$ cat config.mk
export PLATFORM = sky130hd
export DESIGN_NAME = evt2_uart_tx_serializer_flat
export DESIGN_NICKNAME = d
export VERILOG_FILES = /design/src/rtl/gradient_map_pkg.sv /design/src/rtl/evt2_uart_tx_serializer_if.sv /design/src/rtl/evt2_uart_byte_tx.sv /design/src/rtl/evt2_uart_tx_serializer.sv /design/src/flat_wrapper.sv
export SDC_FILE = /design/constraint.sdc
export NUM_CORES = 1
export LEC_CHECK = 0
export BUFFER_PORTS_ARGS = -buffer_cell sky130_fd_sc_hd__buf_2
export CORE_MARGIN = 2
export CORE_UTILIZATION = 24
export DETAILED_ROUTE_END_ITERATION = 12
export SLEW_MARGIN = 20
export SYNTH_ARGS = -nofsm -noshare
export SYNTH_HDL_FRONTEND = slang
export SYNTH_SLANG_ARGS = --single-unit
$ cat constraint.sdc
create_clock -name clk -period 2.5 [get_ports clk]
set_input_delay 0.25 -clock clk [delete_from_list [all_inputs] [get_ports clk]]
set_output_delay 0.25 -clock clk [all_outputs]
set_load 0.1 [all_outputs]
$ cat src/rtl/gradient_map_pkg.sv
// Shared definitions for the EVT2.0-over-UART transmit path.
// Contents:
//   EVT_WORD_W          width of one EVT2.0 word
//   UART_DATA_BITS      data bits per UART frame (8N1)
//   EVT_BYTES_PER_WORD  UART bytes per EVT2.0 word
//   tx_state_t          sequencer / byte shifter state encoding
package gradient_map_pkg;
   localparam int EVT_WORD_W         = 32;
   localparam int UART_DATA_BITS     = 8;
   localparam int EVT_BYTES_PER_WORD = 4;

   typedef enum logic [2:0] {
      IDLE,
      LOAD,
      START,
      DATA,
      STOP
   } tx_state_t;
endpackage

$ cat src/rtl/evt2_uart_tx_serializer_if.sv
// Word handshake between an EVT2.0 word source and the UART serializer.
// Signals:
//   evt_word   32-bit EVT2.0 word (source -> serializer)
//   evt_valid  evt_word valid       (source -> serializer)
//   evt_ready  serializer can take a word (serializer -> source)
// Modports: master = word source, slave = serializer.
interface evt2_uart_tx_serializer_if;
   import gradient_map_pkg::*;

   logic [EVT_WORD_W-1:0] evt_word;
   logic                  evt_valid;
   logic                  evt_ready;

   modport master (output evt_word, output evt_valid, input evt_ready);
   modport slave  (input evt_word, input evt_valid, output evt_ready);
endinterface

$ cat src/rtl/evt2_uart_byte_tx.sv
// 8N1 byte shifter: start bit, 8 data bits LSB first, one stop bit, each
// CLKS_PER_BIT clocks long.
// Ports:
//   clk         system clock
//   rst_n       synchronous active-low reset; line returns high on that edge
//   byte_valid  byte_data offered; taken when byte_ready
//   byte_ready  shifter idle
//   byte_data   byte to send
//   tx          serial line (flop driven, idle high)
//   byte_end    last clock of the stop bit; the shifter is idle after this edge
module evt2_uart_byte_tx
   import gradient_map_pkg::*;
#(
   parameter int CLKS_PER_BIT = 104
) (
   input  logic                      clk,
   input  logic                      rst_n,
   input  logic                      byte_valid,
   output logic                      byte_ready,
   input  logic [UART_DATA_BITS-1:0] byte_data,
   output logic                      tx,
   output logic                      byte_end
);
   localparam int CNT_W = (CLKS_PER_BIT > 1) ? $clog2(CLKS_PER_BIT) : 1;
   localparam int BIT_W = $clog2(UART_DATA_BITS);
   localparam logic [CNT_W-1:0] CNT_MAX  = CNT_W'(CLKS_PER_BIT - 1);
   localparam logic [BIT_W-1:0] LAST_BIT = BIT_W'(UART_DATA_BITS - 1);

   tx_state_t                 state;
   logic [CNT_W-1:0]          cnt;
   logic [BIT_W-1:0]          bit_idx;
   logic [UART_DATA_BITS-1:0] data_reg;

   assign byte_ready = (state == IDLE);
   assign byte_end   = (state == STOP) && (cnt == CNT_MAX);

   always_ff @(posedge clk) begin
      if (!rst_n) begin
         state    <= IDLE;
         cnt      <= '0;
         bit_idx  <= '0;
         data_reg <= '0;
         tx       <= 1'b1;
      end else begin
         case (state)
            IDLE: begin
               if (byte_valid) begin
                  data_reg <= byte_data;
                  tx       <= 1'b0;
                  cnt      <= '0;
                  state    <= START;
               end
            end
            START: begin
               if (cnt == CNT_MAX) begin
                  cnt     <= '0;
                  bit_idx <= '0;
                  tx      <= data_reg[0];
                  state   <= DATA;
               end else begin
                  cnt <= cnt + 1'b1;
               end
            end
            DATA: begin
               if (cnt == CNT_MAX) begin
                  cnt <= '0;
                  if (bit_idx == LAST_BIT) begin
                     tx    <= 1'b1;
                     state <= STOP;
                  end else begin
                     // data_reg is shifted so the next bit is always at [1]
                     bit_idx  <= bit_idx + 1'b1;
                     tx       <= data_reg[1];
                     data_reg <= data_reg >> 1;
                  end
               end else begin
                  cnt <= cnt + 1'b1;
               end
            end
            STOP: begin
               if (cnt == CNT_MAX) begin
                  cnt   <= '0;
                  state <= IDLE;
               end else begin
                  cnt <= cnt + 1'b1;
               end
            end
            default: begin
               state <= IDLE;
               tx    <= 1'b1;
            end
         endcase
      end
   end
endmodule

$ cat src/rtl/evt2_uart_tx_serializer.sv
// EVT2.0 word -> UART serializer. Buffers words in a small FIFO and sends
// each as 4 UART 8N1 bytes, most significant byte first.
// Ports:
//   clk         system clock
//   rst_n       synchronous active-low reset
//   evt         word handshake (slave side): evt_word/evt_valid/evt_ready
//   uart_tx     serial line, idle high
//   tx_busy     sequencer active or FIFO non-empty
//   word_done   1-cycle pulse when the 4th byte's stop bit ends
//   fifo_full   FIFO full (debug)
//   fifo_empty  FIFO empty (debug)
// FIFO_DEPTH must be a power of two, >= 2.
module evt2_uart_tx_serializer
   import gradient_map_pkg::*;
#(
   parameter int CLK_FREQ_HZ = 12_000_000,
   parameter int BAUD_RATE   = 115200,
   parameter int FIFO_DEPTH  = 4
) (
   input  logic                        clk,
   input  logic                        rst_n,
   evt2_uart_tx_serializer_if.slave    evt,
   output logic                        uart_tx,
   output logic                        tx_busy,
   output logic                        word_done,
   output logic                        fifo_full,
   output logic                        fifo_empty
);
   localparam int CLKS_PER_BIT = CLK_FREQ_HZ / BAUD_RATE;
   localparam int AW           = $clog2(FIFO_DEPTH);
   localparam int BYTE_W       = $clog2(EVT_BYTES_PER_WORD);
   localparam logic [BYTE_W-1:0] LAST_BYTE = BYTE_W'(EVT_BYTES_PER_WORD - 1);

   // ---------------- word FIFO ----------------
   logic [EVT_WORD_W-1:0] fifo_mem [FIFO_DEPTH];
   logic [AW:0]           wr_ptr;
   logic [AW:0]           rd_ptr;
   logic                  push;
   logic                  pop;

   // Extra pointer MSB distinguishes full from empty when the indices match.
   assign fifo_empty    = (wr_ptr == rd_ptr);
   assign fifo_full     = (wr_ptr[AW] != rd_ptr[AW]) && (wr_ptr[AW-1:0] == rd_ptr[AW-1:0]);
   assign evt.evt_ready = !fifo_full;
   assign push          = evt.evt_valid && !fifo_full;

   always_ff @(posedge clk) begin
      if (push) begin
         fifo_mem[wr_ptr[AW-1:0]] <= evt.evt_word;
      end
   end

   // ---------------- word/byte sequencer ----------------
   // While the byte shifter owns the line (its START/DATA/STOP) the
   // sequencer waits in DATA for byte_end.
   tx_state_t             state;
   logic [BYTE_W-1:0]     byte_idx;
   logic [EVT_WORD_W-1:0] word_reg;
   logic                  byte_valid;
   logic                  byte_ready;
   logic                  byte_end;
   logic [UART_DATA_BITS-1:0] byte_data;

   // Pop on leaving IDLE, or on the last stop-bit clock of a word so the
   // next word goes straight to LOAD with no extra gap.
   assign pop = !fifo_empty &&
                ((state == IDLE) ||
                 ((state == DATA) && byte_end && (byte_idx == LAST_BYTE)));

   assign byte_valid = (state == LOAD);
   assign byte_data  = word_reg[(EVT_BYTES_PER_WORD - 1 - int'(byte_idx)) * UART_DATA_BITS +: UART_DATA_BITS];
   assign tx_busy    = (state != IDLE) || !fifo_empty;

   // Registered read of the FIFO head.
   always_ff @(posedge clk) begin
      if (pop) begin
         word_reg <= fifo_mem[rd_ptr[AW-1:0]];
      end
   end

   always_ff @(posedge clk) begin
      if (!rst_n) begin
         wr_ptr    <= '0;
         rd_ptr    <= '0;
         state     <= IDLE;
         byte_idx  <= '0;
         word_done <= 1'b0;
      end else begin
         word_done <= 1'b0;
         if (push) begin
            wr_ptr <= wr_ptr + 1'b1;
         end
         if (pop) begin
            rd_ptr <= rd_ptr + 1'b1;
         end
         case (state)
            IDLE: begin
               if (!fifo_empty) begin
                  byte_idx <= '0;
                  state    <= LOAD;
               end
            end
            LOAD: begin
               if (byte_ready) begin
                  state <= DATA;
               end
            end
            DATA: begin
               if (byte_end) begin
                  if (byte_idx == LAST_BYTE) begin
                     word_done <= 1'b1;
                     byte_idx  <= '0;
                     state     <= fifo_empty ? IDLE : LOAD;
                  end else begin
                     byte_idx <= byte_idx + 1'b1;
                     state    <= LOAD;
                  end
               end
            end
            default: state <= IDLE;
         endcase
      end
   end

   evt2_uart_byte_tx #(
      .CLKS_PER_BIT (CLKS_PER_BIT)
   ) u_byte_tx (
      .clk        (clk),
      .rst_n      (rst_n),
      .byte_valid (byte_valid),
      .byte_ready (byte_ready),
      .byte_data  (byte_data),
      .tx         (uart_tx),
      .byte_end   (byte_end)
   );
endmodule

$ cat src/flat_wrapper.sv
// flat-port wrapper written by rule: the top's interface ports become plain ports
module evt2_uart_tx_serializer_flat import gradient_map_pkg::*;
#(
   parameter int CLK_FREQ_HZ = 12_000_000,
   parameter int BAUD_RATE   = 115200,
   parameter int FIFO_DEPTH  = 4
)
  (clk, rst_n, uart_tx, tx_busy, word_done, fifo_full, fifo_empty, evt_evt_word, evt_evt_valid, evt_evt_ready);
  evt2_uart_tx_serializer_if evt_i ();
  input  logic clk;
  input  logic rst_n;
  output logic uart_tx;
  output logic tx_busy;
  output logic word_done;
  output logic fifo_full;
  output logic fifo_empty;
  input wire logic [$bits(evt_i.evt_word)-1:0] evt_evt_word;
  input wire logic [$bits(evt_i.evt_valid)-1:0] evt_evt_valid;
  output wire logic [$bits(evt_i.evt_ready)-1:0] evt_evt_ready;
  assign evt_i.evt_word = evt_evt_word;
  assign evt_i.evt_valid = evt_evt_valid;
  assign evt_evt_ready = evt_i.evt_ready;
  evt2_uart_tx_serializer #(.CLK_FREQ_HZ(CLK_FREQ_HZ), .BAUD_RATE(BAUD_RATE), .FIFO_DEPTH(FIFO_DEPTH)) u_core (.clk(clk), .rst_n(rst_n), .evt(evt_i), .uart_tx(uart_tx), .tx_busy(tx_busy), .word_done(word_done), .fifo_full(fifo_full), .fifo_empty(fifo_empty));
endmodule
==> results of run 1 <==
==> cells in the mapped netlist (2+ instances only) <==
library cell	n	area share (%)
a211oi_1	7	0.69
a21oi_1	22	1.4
a31oi_1	2	0.16
a32oi_1	2	0.23
and2_1	8	0.66
buf_2	5	0.33
clkbuf_1	13	0.64
clkinv_1	2	0.098
dfxtp_1	33	8.7
edfxtp_1	160	63
ha_1	12	2.0
inv_1	11	0.54
mux2i_1	12	1.6
mux4_2	40	12
nand2_1	17	0.84
nand2b_1	3	0.25
nand3_1	8	0.53
nand3b_1	3	0.30
nand4_1	4	0.33
nor2_1	11	0.54
nor3_1	4	0.26
o21a_1	2	0.20
o21ai_0	9	0.59
or3_1	7	0.57
xnor2_1	4	0.46
xor2_1	4	0.46
==> layer usage <==
metal,part of all wire [%],track usage (%),vias up
met2,49,14.4,86
met4,0.93,2.52,2
met3,3.7,2.12,16
met5,0.091,0,-
met1,46,11.9,1987
li1,-,-,1820
==> per-stage QoR <==
step	hold slack [ns]	cells	total power, W	setup slack (ns)	setup TNS (ns)
3_5_place_dp	0.465	867	0.00676	0.375	0
4_1_cts	0.0113	899	0.00958	0.247	0
5_1_grt	0.0162	899	0.00990	0.200	0
6_report	0.0258	899	0.00945	0.345	0
3_3_place_gp	0.444	867	0.00673	0.401	0
2_1_floorplan	0.349	430	0.00603	-0.103	-0.187
==> worst paths after layout <==
path	startpoint	endpoint	depth (start not counted)
max	u_core.u_byte_tx.state[2]$_SDFFE_PN0P_	u_core.word_reg[5]$_DFFE_PP_	4
min	evt_evt_word[27]	u_core.fifo_mem[2][27]$_DFFE_PP_	1
max reg2reg	u_core.u_byte_tx.state[2]$_SDFFE_PN0P_	u_core.word_reg[5]$_DFFE_PP_	4
min reg2reg	u_core.u_byte_tx.bit_idx[2]$_SDFFE_PN0P_	u_core.u_byte_tx.bit_idx[2]$_SDFFE_PN0P_	2
==> worst reg2reg max path: cells and delay by family (launching register included) <==
family / cells / cell delay, ns
AND/OR/NAND/NOR: 2 / 0.63
AO/OA/AOI/OAI: 1 / 0.48
flip-flops: 1 / 0.52
buffers and inverters: 1 / 0.21
==> power groups by stage <==
stage               clock network (W)  logic [W]  registers (W)
floorplan                           0    0.00168        0.00435
global placement                    0    0.00236        0.00438
detailed placement                  0    0.00237        0.00439
CTS                           0.00289    0.00237        0.00432
global route                  0.00301    0.00253        0.00436
finish                        0.00282    0.00232        0.00431
==> layout make-up <==
cell class | count | area share (%)
clock buffer | 17 | 4.67
clock inverter | 15 | 2.23
inverter | 13 | 0.577
multi-input combinational | 203 | 22.5
sequential | 193 | 60.1
tap | 402 | 5.52
timing repair buffer | 56 | 4.45
==> logic make-up after synthesis <==
logic type      count (synthesis)
mux                            52
simple gates                   76
flops                         193
buf+inv                        34
fa+ha+maj                      12
xor+xnor                        8
compound gates                 55
==> impl_metrics.toml, run 1 <==
[global_routing]
grt_overflow = 0
antenna_found_initial = 1
grt_pass1_vias = 3885
grt_use_total_pct = 8.87
grt_pass1_wl_mm = 22.4
grt_max_degree = 35

[pwr]
comb_power_share_pct = 24.5
switchingPower_w = 0.00285
p_leak_nw = 2.98
power_frac_seq_pct = 45.6
p_clk_share_pct = 29.8
p_int_w = 0.00660
power.density_nw_per_um2 = 1040
p_sw_share_pct = 30.1
ir_drop_v = 0.000567

[sta]
hold_viol = 0
fin_skew_ns = 0.0112
slew_headroom_pct = 58.1
finalSetupViolCount = 0
tightest_slew_ns = 0.626
rsz0062_at_grt = "no"
slew_viol_final = 0
min_period_ns = 2.16
fin_crit_sh_pct = 86.2
fmax_ghz = 0.464

[critical_path]
r2r_slack_ns = 0.34
slowest_delay_ns = 0.52
endpoint_kind = "flop"
cp_data_arrival_time_ns = 2.28
cp_max_fo = 34
crit_chain = "or3b_1 > o41a_1 > nor2_4 > buf_12"
cp-start-kind = "flop"
worstPathRequired_ns = 2.62
cp_top_family = "simple AND/OR/NAND/NOR gates"
crit_buf_inv = 1
slowest_stage = "dfxtp_1"
crit_type = "flop to flop"

[synth]
synth_top_family_by_area = "multiplexers"
synth-adder-area-share_pct = 1.97
ys_types = 51
synth.ff_latch_count = 193
synth_edf_count = 160
ys_seq_area_share_pct = 71.7
synth_xor_area_share_pct = 0.919
ys.flop_type = "edfxtp_1"
synth.avg_cell_area_um2 = 17.7
ys_warn_count = 0
postSynthCellCount = 430
syn_nets = 477
async_flop_share_pct = 0
synth.mux.area_fraction_pct = 13.4
synth-simple-area-share_pct = 5.58
synthesis.area_um2 = 7620
synth_compound_area_share_pct = 4.59

[clock_network]
cts_buffers = 17
root_buffer = "clkbuf_16"
cts_max_level = 4
postCtsHoldBufs = 0
clock_path_buffers = 2
cts.reportedPaths.clkPinSlew_ns = 0.08
post_cts_buffers = 0
cts_tree = "built"
cts.sinks = 193
worstSkewPairLatency_ns = 0.43
cts_repair_resize_count = 0

[cells_and_area]
layout_commonest_cell = "edfxtp_1"
drive_gt1_share_pct = 27.8
multi_input_area_um2 = 2050
layout_common_cells = "edfxtp_1 (160), mux4_2 (40), buf_2 (36)"
area_delta_synth_final_pct = 19.4
seqCellArea_um2 = 5470
final.fill_count = 3123
final_area_um2 = 9100
nNetsFinal = 531
final_core_util_pct = 29.0
largest_register_ffs = 128
num_antenna_cells = 0

[placement]
hpwlAfterDp_mm = 9.38
place_area_um2 = 8480
io_buffers = 40
place_congestion = 0.757

[floorplanning]
core_um2 = 31400
io_pins = 41
die_y_um = 182
die_w_um = 182
die_area_um2 = 33200
start_util_pct = 24.3
rows = 65

[detailed_routing]
routed_wl_mm = 14.3
dr.first_iter.drc_count = 274
first_pass_iters = 6
route.detailed.drc = 0
vias = 3911
wl_per_cell_um = 16.0
viasPerCell = 4.35
postRouteAntennaNets = 0

[run]
max-cap-violations = 0

[min_path]
hp-class = "primary input to flop"

[run_status]
status = "finished, final reports clean"
No activity file was read; power rests on OpenSTA's default activity.
==> run 2: changes to the inputs <==
--- a/config.mk
+++ b/config.mk
@@ -9,6 +9,7 @@
 export CORE_MARGIN = 2
 export CORE_UTILIZATION = 24
 export DETAILED_ROUTE_END_ITERATION = 12
+export SETUP_SLACK_MARGIN = 0.5
 export SLEW_MARGIN = 20
 export SYNTH_ARGS = -nofsm -noshare
 export SYNTH_HDL_FRONTEND = slang
==> run 2 against run 1 <==
Critical path depth unchanged. Sequential cell count unchanged. Cell count up 0.78%. Cell area rose by 2.0%. Utilization rose by 0.59 points. Register-to-register slack better by 0.21 ns.
==> impl_metrics.toml, run 2 (synthesis gave the netlist of run 1 again) <==
[run_status]
status = "finished, final reports clean"

[critical_path]
cp_data_arrival_time_ns = 2.09
worstPathRequired_ns = 2.64
cp_max_fo = 17
crit_chain = "or3b_4 > o41a_1 > nor2_4 > clkbuf_16"
cp_top_family = "simple AND/OR/NAND/NOR gates"
slowest_stage = "or3b_4"
slowest_delay_ns = 0.45
crit_buf_inv = 1
endpoint_kind = "flop"
cp-start-kind = "flop"
crit_type = "flop to flop"
r2r_slack_ns = 0.55

[run]
max-cap-violations = 0

[detailed_routing]
routed_wl_mm = 14.4
vias = 3885
postRouteAntennaNets = 0
route.detailed.drc = 0
dr.first_iter.drc_count = 301
viasPerCell = 4.29
wl_per_cell_um = 15.9
first_pass_iters = 4

[sta]
hold_viol = 0
min_period_ns = 1.95
fin_crit_sh_pct = 77.9
slew_headroom_pct = 58.7
setup_ws_ns = 0.552
fmax_ghz = 0.513
finalSetupViolCount = 0
slew_viol_final = 0
tightest_slew_ns = 0.618
rsz0062_at_grt = "yes"
fin_skew_ns = 0.0136

[clock_network]
worstSkewPairLatency_ns = 0.43
cts.sinks = 193
clock_path_buffers = 2
postCtsHoldBufs = 0
cts_max_level = 4
cts_tree = "built"
cts_buffers = 17
cts.reportedPaths.clkPinSlew_ns = 0.08
root_buffer = "clkbuf_16"

[floorplanning]
die_w_um = 182
start_util_pct = 24.3
die_y_um = 182
rows = 65
core_um2 = 31400
die_area_um2 = 33200
io_pins = 41

[global_routing]
grt_use_total_pct = 9.01
grt_pass1_wl_mm = 22.8
grt_overflow = 0
antenna_found_initial = 0
grt_pass1_vias = 3963
grt_max_degree = 36

[cells_and_area]
num_antenna_cells = 0
layout_common_cells = "edfxtp_1 (160), mux4_2 (40), buf_2 (36)"
nNetsFinal = 538
final_core_util_pct = 29.6
drive_gt1_share_pct = 32.3
largest_register_ffs = 128
area_delta_synth_final_pct = 21.8
layout_commonest_cell = "edfxtp_1"
final.fill_count = 3134

[pwr]
p_leak_nw = 3.04
power.density_nw_per_um2 = 1030
ir_drop_v = 0.000510

[placement]
place_ws_ns = 0.396
place_congestion = 0.729
hpwlAfterDp_mm = 9.07
io_buffers = 40

[min_path]
hp-class = "primary input to flop"
-- run 2: cell types whose count changed in the layout (fill, tap and decap cells not counted), moves of 2 or more --
cell      previous run  this run
inv_8                3         5
dfxtp_1             31        27
dfxtp_2              2         6
and2_1               8         3
ha_2                 0         3
xor2_1               4         2
ha_1                12         9
clkinv_8             4         2
and2_2               0         5
buf_12               6        10
-- run 2: path summary, 6_finish.rpt --
path / startpoint / endpoint / cells after the start
worst max-delay path: u_core.u_byte_tx.state[2]$_SDFFE_PN0P_ / u_core.word_reg[0]$_DFFE_PP_ / 4
worst min-delay path: evt_evt_word[12] / u_core.fifo_mem[3][12]$_DFFE_PP_ / 1
worst max register to register: u_core.u_byte_tx.state[2]$_SDFFE_PN0P_ / u_core.word_reg[0]$_DFFE_PP_ / 4
worst min register to register: u_core.u_byte_tx.bit_idx[1]$_SDFFE_PN0P_ / u_core.u_byte_tx.bit_idx[1]$_SDFFE_PN0P_ / 2
-- run 2: final cells by class --
cell class | count | area (µm²) | area share, %
inverter | 13 | 52.6 | 0.566
multi-input combinational | 203 | 2110 | 22.8
sequential | 193 | 5470 | 58.9
tap | 402 | 503 | 5.41
clock buffer | 17 | 425 | 4.58
clock inverter | 15 | 171 | 1.85
timing repair buffer | 63 | 551 | 5.93
-- run 2: through the flow --
step | cells | cell area [µm²] | power, W | hold slack [ns] | setup TNS, ns
6_report | 906 | 9290 | 0.00960 | 0.0276 | 0
5_1_grt | 906 | 9290 | 0.0101 | 0.0272 | 0
4_1_cts | 901 | 9200 | 0.00960 | 0.00790 | 0
3_5_place_dp | 867 | 8540 | 0.00680 | 0.451 | 0
3_3_place_gp | 867 | 8540 | 0.00676 | 0.442 | 0
2_1_floorplan | 430 | 7720 | 0.00607 | 0.349 | -0.187
-- run 2: where the power goes --
| part | leakage [nW] | switching (W) | internal, W |
|---|---|---|---|
| logic | 1.01 | 0.00137 | 0.00124 |
| registers | 1.75 | 0.000191 | 0.00413 |
| clock network | 0.286 | 0.00131 | 0.00136 |
-- run 2: worst register-to-register path: stages, from the launching register on --
cell	delay (ns)
dfxtp_2	0.42
or3b_4	0.45
o41a_1	0.40
nor2_4	0.19
clkbuf_16	0.22
-- run 2: what timing repair did --
item                                    CTS  global route
gates resized for setup                   6             9
pin swaps                                 0             2
cloned                                    1             1
endpoints found under the setup margin   37            44
endpoints found under the hold margin     0             0
setup buffers                             1             4
-- run 2: layer usage --
layer	vias to the layer above	global-route usage, %	wire length [µm]
met2	84	15.4	7330
li1	1838	-	-
met4	0	2.61	154
met5	-	0	0
met1	1950	11.6	6350
met3	13	1.92	564
